`src/rtl/uart_pkg.sv`:
```
// Shared UART definitions: receiver FSM states, character width and a parity helper
// usable by the receiver, the transmitter and bench models.
package uart_pkg;

  localparam int unsigned UART_DATA_W = 8;

  typedef enum logic [2:0] {
    StIdle,
    StStart,
    StData,
    StParity,
    StStop
  } uart_rx_state_e;

  // Parity bit a transmitter appends so that data plus parity has the requested sense.
  function automatic logic uart_parity(input logic [UART_DATA_W-1:0] data, input logic odd);
    return (^data) ^ odd;
  endfunction

endpackage

```
`src/rtl/uart_rx_frame_if.sv`:
```
// Host-side bundle of the UART receiver: line/enable towards the framer, character and
// status flags back out of it.
interface uart_rx_frame_if;
  import uart_pkg::*;

  logic                   rx_en;
  logic                   rx;
  logic [UART_DATA_W-1:0] data_out;
  logic                   data_ready;
  logic                   parity_error;
  logic                   stop_error;

  modport master (
    output rx_en,
    output rx,
    input  data_out,
    input  data_ready,
    input  parity_error,
    input  stop_error
  );

  modport slave (
    input  rx_en,
    input  rx,
    output data_out,
    output data_ready,
    output parity_error,
    output stop_error
  );

endinterface

```
`src/rtl/uart_sync2.sv`:
```
// Generic two-flop synchroniser for a single asynchronous bit; ResetVal sets the value both
// stages take during reset so an idle line does not look like an edge when reset releases.
module uart_sync2 #(
  parameter logic ResetVal = 1'b0
) (
  input  logic clk_i,
  input  logic rst_ni,
  input  logic d_i,
  output logic q_o
);

  logic s1_q, s2_q;

  always_ff @(posedge clk_i or negedge rst_ni) begin
    if (!rst_ni) begin
      s1_q <= ResetVal;
      s2_q <= ResetVal;
    end else begin
      s1_q <= d_i;
      s2_q <= s1_q;
    end
  end

  assign q_o = s2_q;

endmodule

```
`src/rtl/uart_rx_frame.sv`:
```
// UART receive framer: synchronised rx, mid-bit sampling FSM, registered character and flags.
// Define UART_RX_PARITY_EN to expect a parity bit between D7 and stop (11-bit frame).
module uart_rx_frame
  import uart_pkg::*;
#(
  parameter int unsigned CLKS_PER_BIT = 16,
  parameter int unsigned PARITY_ODD   = 0
) (
  input  logic           clk_i,
  input  logic           rst_ni,
  uart_rx_frame_if.slave bus_io
);

  localparam int unsigned CntW   = $clog2(CLKS_PER_BIT);
  localparam int unsigned IdxW   = $clog2(UART_DATA_W);
  localparam logic [CntW-1:0] HalfM1 = CntW'(CLKS_PER_BIT / 2 - 1);
  localparam logic [CntW-1:0] BitM1  = CntW'(CLKS_PER_BIT - 1);
  localparam logic [IdxW-1:0] LastIdx = IdxW'(UART_DATA_W - 1);

`ifdef UART_RX_PARITY_EN
  localparam uart_rx_state_e StAfterData = StParity;
`else
  localparam uart_rx_state_e StAfterData = StStop;
`endif

  if (CLKS_PER_BIT < 4 || (CLKS_PER_BIT % 2) != 0) begin : g_bad_clks
    $error("CLKS_PER_BIT must be even and at least 4");
  end
  if (PARITY_ODD > 1) begin : g_bad_odd
    $error("PARITY_ODD must be 0 or 1");
  end

  logic                   rx_s, rx_prev_q;
  uart_rx_state_e         state_q, state_d;
  logic [CntW-1:0]        cnt_q, cnt_d;
  logic [IdxW-1:0]        idx_q, idx_d;
  logic [UART_DATA_W-1:0] shreg_q, shreg_d;
  logic [UART_DATA_W-1:0] data_q, data_d;
  logic                   ready_q, ready_d;
  logic                   serr_q, serr_d;
  logic                   cnt_zero, start_edge, last_bit;
`ifdef UART_RX_PARITY_EN
  logic                   par_bad_q, par_bad_d;
  logic                   perr_q, perr_d;
`endif

  uart_sync2 #(
    .ResetVal(1'b1)
  ) u_sync (
    .clk_i (clk_i),
    .rst_ni(rst_ni),
    .d_i   (bus_io.rx),
    .q_o   (rx_s)
  );

  assign cnt_zero   = (cnt_q == '0);
  assign last_bit   = (idx_q == LastIdx);
  // A held-low line never re-triggers: a start needs rx_s seen high on the previous cycle.
  assign start_edge = bus_io.rx_en & rx_prev_q & ~rx_s;

  always_ff @(posedge clk_i or negedge rst_ni) begin
    if (!rst_ni) begin
      state_q <= StIdle;
    end else begin
      state_q <= state_d;
    end
  end

  always_comb begin
    state_d = state_q;
    unique case (state_q)
      StIdle:   if (start_edge) state_d = StStart;
      StStart:  if (cnt_zero) state_d = rx_s ? StIdle : StData;
      StData:   if (cnt_zero && last_bit) state_d = StAfterData;
      StParity: if (cnt_zero) state_d = StStop;
      StStop:   if (cnt_zero) state_d = StIdle;
      default:  state_d = StIdle;
    endcase
  end

  always_comb begin
    cnt_d   = cnt_zero ? BitM1 : cnt_q - CntW'(1);
    idx_d   = idx_q;
    shreg_d = shreg_q;
    data_d  = data_q;
    ready_d = 1'b0;
    serr_d  = serr_q;
`ifdef UART_RX_PARITY_EN
    par_bad_d = par_bad_q;
    perr_d    = perr_q;
`endif
    unique case (state_q)
      StIdle: begin
        cnt_d = HalfM1;
      end
      StStart: begin
        idx_d = '0;
      end
      StData: begin
        if (cnt_zero) begin
          shreg_d[idx_q] = rx_s;
          idx_d          = idx_q + IdxW'(1);
        end
      end
`ifdef UART_RX_PARITY_EN
      StParity: begin
        if (cnt_zero) par_bad_d = (uart_parity(shreg_q, PARITY_ODD != 0) != rx_s);
      end
`endif
      StStop: begin
        if (cnt_zero) begin
          data_d  = shreg_q;
          ready_d = 1'b1;
          serr_d  = ~rx_s;
`ifdef UART_RX_PARITY_EN
          perr_d  = par_bad_q;
`endif
        end
      end
      default: ;
    endcase
  end

  always_ff @(posedge clk_i or negedge rst_ni) begin
    if (!rst_ni) begin
      rx_prev_q <= 1'b1;
      cnt_q     <= '0;
      idx_q     <= '0;
      shreg_q   <= '0;
      data_q    <= '0;
      ready_q   <= 1'b0;
      serr_q    <= 1'b0;
`ifdef UART_RX_PARITY_EN
      par_bad_q <= 1'b0;
      perr_q    <= 1'b0;
`endif
    end else begin
      rx_prev_q <= rx_s;
      cnt_q     <= cnt_d;
      idx_q     <= idx_d;
      shreg_q   <= shreg_d;
      data_q    <= data_d;
      ready_q   <= ready_d;
      serr_q    <= serr_d;
`ifdef UART_RX_PARITY_EN
      par_bad_q <= par_bad_d;
      perr_q    <= perr_d;
`endif
    end
  end

  assign bus_io.data_out   = data_q;
  assign bus_io.data_ready = ready_q;
  assign bus_io.stop_error = serr_q;
`ifdef UART_RX_PARITY_EN
  assign bus_io.parity_error = perr_q;
`else
  assign bus_io.parity_error = 1'b0;
`endif

endmodule

```
`src/flat_wrapper.sv`:
```
// flat-port wrapper written by rule: the top's interface ports become plain ports
module uart_rx_frame_flat import uart_pkg::*;
#(
  parameter int unsigned CLKS_PER_BIT = 16,
  parameter int unsigned PARITY_ODD   = 0
)
  (clk_i, rst_ni, bus_io_rx_en, bus_io_rx, bus_io_data_out, bus_io_data_ready, bus_io_parity_error, bus_io_stop_error);
  uart_rx_frame_if bus_io_i ();
  input  logic clk_i;
  input  logic rst_ni;
  input wire logic [$bits(bus_io_i.rx_en)-1:0] bus_io_rx_en;
  input wire logic [$bits(bus_io_i.rx)-1:0] bus_io_rx;
  output wire logic [$bits(bus_io_i.data_out)-1:0] bus_io_data_out;
  output wire logic [$bits(bus_io_i.data_ready)-1:0] bus_io_data_ready;
  output wire logic [$bits(bus_io_i.parity_error)-1:0] bus_io_parity_error;
  output wire logic [$bits(bus_io_i.stop_error)-1:0] bus_io_stop_error;
  assign bus_io_i.rx_en = bus_io_rx_en;
  assign bus_io_i.rx = bus_io_rx;
  assign bus_io_data_out = bus_io_i.data_out;
  assign bus_io_data_ready = bus_io_i.data_ready;
  assign bus_io_parity_error = bus_io_i.parity_error;
  assign bus_io_stop_error = bus_io_i.stop_error;
  uart_rx_frame #(.CLKS_PER_BIT(CLKS_PER_BIT), .PARITY_ODD(PARITY_ODD)) u_core (.clk_i(clk_i), .rst_ni(rst_ni), .bus_io(bus_io_i));
endmodule
```
`config.mk`:
```
export PLATFORM = sky130hd
export DESIGN_NAME = uart_rx_frame_flat
export DESIGN_NICKNAME = d
export VERILOG_FILES = /design/src/rtl/uart_pkg.sv /design/src/rtl/uart_rx_frame_if.sv /design/src/rtl/uart_sync2.sv /design/src/rtl/uart_rx_frame.sv /design/src/flat_wrapper.sv
export SDC_FILE = /design/constraint.sdc
export NUM_CORES = 1
export LEC_CHECK = 0
export ABC_AREA = 1
export ABC_CLOCK_PERIOD_IN_PS = 1400
export BUFFER_PORTS_ARGS = -buffer_cell sky130_fd_sc_hd__buf_2
export CAP_MARGIN = 20
export CORE_MARGIN = 2
export CORE_UTILIZATION = 51
export DETAILED_ROUTE_END_ITERATION = 16
export PLACE_DENSITY = 0.76
export SYNTH_ARGS = -nofsm -noshare
export SYNTH_HDL_FRONTEND = slang
export SYNTH_SLANG_ARGS = --single-unit
```
`constraint.sdc`:
```
create_clock -name clk_i -period 1.4 [get_ports clk_i]
set_input_delay 0.28 -clock clk_i [delete_from_list [all_inputs] [get_ports clk_i]]
set_output_delay 0.28 -clock clk_i [all_outputs]
set_load 0.01 [all_outputs]
```
==> results_dict.tcl <==
set metrics [dict create \
    worst-path-buf-inv 2 \
    core-area_mm2 0.002686 \
    finalMaxSlewViolations 0 \
    dp_hpwl_um 1845 \
    antenna_found_initial 0 \
    io_buffers 13 \
    cts.clk_slew.worst_paths_ns 0.09 \
    fin_tns_setup_ns 0 \
    grt_pass1_wl_um 4429 \
    syn_to_final_growth_pct 19.79 \
    crit_slowest_cell "dfrtp_1" \
    path_class "reg -> reg" \
    status "complete, no violations" \
    ir_drop_uv 1307 \
    synthXorXnorAreaFrac 0 \
    fmax_mhz 757.6 \
    syn-num-nets 163 \
    post_drt_wl_per_cell_um 12.04 \
    syn_inst 156 \
    crit_chain "inv_2 -> ha_4 -> nand2_2 -> nor2_4 -> nand2_4 -> inv_4 -> nand3_1 -> nand2_1 -> o21ai_1" \
    final_nets 189 \
    cpPeakStageDelay_ns 0.39 \
    route.detailed.drc 0 \
    gp_congestion 0.7868 \
    drtPass1Iterations 4 \
    synth_area_mm2 0.001416 \
    synth_cell_types 26 \
    grt_overflow 0 \
    maxCapViolCount 0 \
    cts_buffer_depth 2 \
    synth-simple-area-share 0.3118 \
    powerDensity_mw_per_mm2 1498 \
    avgSynthCellArea_um2 9.079 \
    cts_inserted_buffers 5 \
    start_util 0.5272 \
    ys_seq_area_frac 0.5504 \
    ant_nets 0 \
    finalCriticalPeriod_ns 1.320 \
    htreeDepth 2 \
    startpoint_type "flop" \
    dp_worst_setup_slack_ns -0.04513 \
    synth.area.mux_share 0 \
    yosysTopAreaCell "dfrtp_1" \
    grt_pass1_vias 1041 \
    insertion_delay_ns 0.34 \
    viasPerCell 5.061 \
    leakage_nw 0.9170 \
    critical_path_arrival_ns 1.55 \
    synth_top_family_by_area "simple AND/OR/NAND/NOR gates" \
    dr_total_vias 1083 \
    ys_top_cells_by_area "dfrtp_1 49%, nand2_1 13%, dfstp_2 5.6%" \
    power_w 0.002542 \
    finClkSkew_ns 0.006142 \
    min_period_over_period 0.9429 \
    multi_input_area_um2 610.6 \
    root_buffer "clkbuf_4" \
    ys_warn_count 0 \
    synth_seq_cells 31 \
    timing.final.ws_setup_ns 0.07997 \
    hold_class "in -> reg" \
    fillCellCount 236 \
    cts_sinks 31 \
    post_cts_buffers 0 \
    layout-drive-gt1-share 0.3169 \
    track_usage 0.1818 \
    cp_max_fo 7 \
    final-hold-violation-count 0 \
    wl_um 2576 \
    register_area_um2 780.7 \
    rows 19 \
    required_ns 1.63 \
    cts_tree "done" \
    setup_viol 0 \
    synth_top_area_share 0.4947 \
    die_h_um 56.70 \
    cp-end-kind "flop" \
    n_antenna_cell 0 \
    synthAdderAreaFrac 0.02650 \
    synth_compound_area_frac 0.06184 \
    cp_top_family "simple AND/OR/NAND/NOR gates" \
    dieArea_mm2 0.003215 \
    die_x_um 56.70 \
    drt_iter0_markers 27 \
    io_pins 15 \
    grt_max_degree 32 \
]
==> cells in the mapped netlist <==
cell / count
conb_1: 1
nor2_1: 8
nand2_2: 6
nand4_1: 3
o21ai_2: 1
buf_4: 1
clkinv_2: 1
o21ai_1: 11
nand4_2: 1
dfrtp_1: 28
nand2_4: 2
o21ai_0: 1
nor2_8: 1
inv_6: 1
nor2_2: 5
nand3_1: 14
a31oi_1: 1
inv_2: 2
ha_1: 3
inv_1: 10
nand3b_1: 1
a21oi_1: 1
nand2_1: 48
nor2_4: 1
o21bai_1: 1
dfstp_2: 3
==> where the power goes <==
group	switching, W	internal (W)
Clock	0.000306	0.000422
Sequential	0.0000789	0.000988
Combinational	0.000484	0.000264
Total	0.000869	0.00167
==> routing by layer <==
| layer | routed length, um | vias up | GRT usage |
|---|---|---|---|
| li1 | - | 557 | - |
| met1 | 1122 | 497 | 0.2117 |
| met2 | 1286 | 19 | 0.2924 |
| met3 | 104 | 10 | 0.06682 |
| met4 | 63 | 0 | 0.09184 |
| met5 | 0 | - | 0 |
==> metrics by stage <==
| stage | utilization | area (um^2) | hold slack [ns] | instances |
|---|---|---|---|---|
| after floorplan | - | 1416 | -0.01559 | 156 |
| after global routing | 0.6316 | 1697 | 0.01711 | 214 |
| final | 0.6316 | 1697 | 0.03520 | 214 |
| after global placement | 0.5799 | 1558 | 0.3068 | 205 |
| after detailed placement | 0.5799 | 1558 | 0.3118 | 205 |
| after CTS | 0.6204 | 1667 | 0.02177 | 214 |
==> flip-flops by register name, indices dropped and copies added (netlist names) <==
name	flops
u_core.bus_io.data_out	8
u_core.shreg_q	8
u_core.cnt_q	4
u_core.idx_q	3
u_core.state_q	3
u_core.bus_io.data_ready	1
u_core.bus_io.stop_error	1
u_core.rx_prev_q	1
u_core.u_sync.q_o	1
u_core.u_sync.s1_q	1
==> cell families after synthesis <==
group,after synthesis
AOI/OAI and AO/OA,16
adders and majority gates,3
buffers and inverters,15
DFF,31
other,1
and+or+nand+nor,90
==> cell usage in the layout, fill, tap and decap left out, types with 2 or more instances in the layout <==
master,count
nand2_2,7
buf_4,6
nand2_1,47
nor2_1,8
nand2_4,2
nand4_1,3
buf_2,13
o21ai_1,11
dfrtp_1,27
inv_1,8
clkbuf_4,5
dfstp_2,3
nor2_4,4
nand3_1,12
nand3_2,2
nor2_2,2
inv_2,4
ha_1,2
==> what timing repair did <==
action | CTS | global route
endpoints found under the hold margin | 28 | 0
hold buffers | 1 | 0
pin swaps | 2 | 1
gates resized for setup | 4 | 8
gates cloned | 0 | 0
endpoints found under the setup margin | 11 | 13
==> final cells by class <==
cell class	count	share of cell area
Clock buffer	6	0.03024
Clock inverter	2	0.02065
Inverter	14	0.03540
Multi-Input combinational cell	110	0.3599
Sequential cell	31	0.4602
Tap cell	31	0.02286
Timing Repair Buffer	20	0.07080
==> final timing paths <==
| check | startpoint | to | slack (ns) | depth (start not counted) |
|---|---|---|---|---|
| worst max-delay path | u_core.cnt_q[0] | u_core.shreg_q[6] | 0.08 | 9 |
| max in group asynchronous | rst_ni | u_core.u_sync.q_o | 0.60 | 3 |
| worst min-delay path | bus_io_rx | u_core.u_sync.s1_q | 0.04 | 1 |
| worst max register to register | u_core.cnt_q[0] | u_core.shreg_q[6] | 0.08 | 9 |
| min in group asynchronous | rst_ni | u_core.bus_io.data_out[7] | 0.48 | 3 |
| worst min register to register | u_core.u_sync.s1_q | u_core.u_sync.q_o | 0.36 | 0 |
==> worst reg2reg max path, stage by stage (launching register included) <==
cell and delay (ns):
dfrtp_1 0.39, inv_2 0.08, ha_4 0.15, nand2_2 0.08, nor2_4 0.11, nand2_4 0.08, inv_4 0.10, nand3_1 0.10
nand2_1 0.08, o21ai_1 0.06
Power figures use the tool's default switching activity.
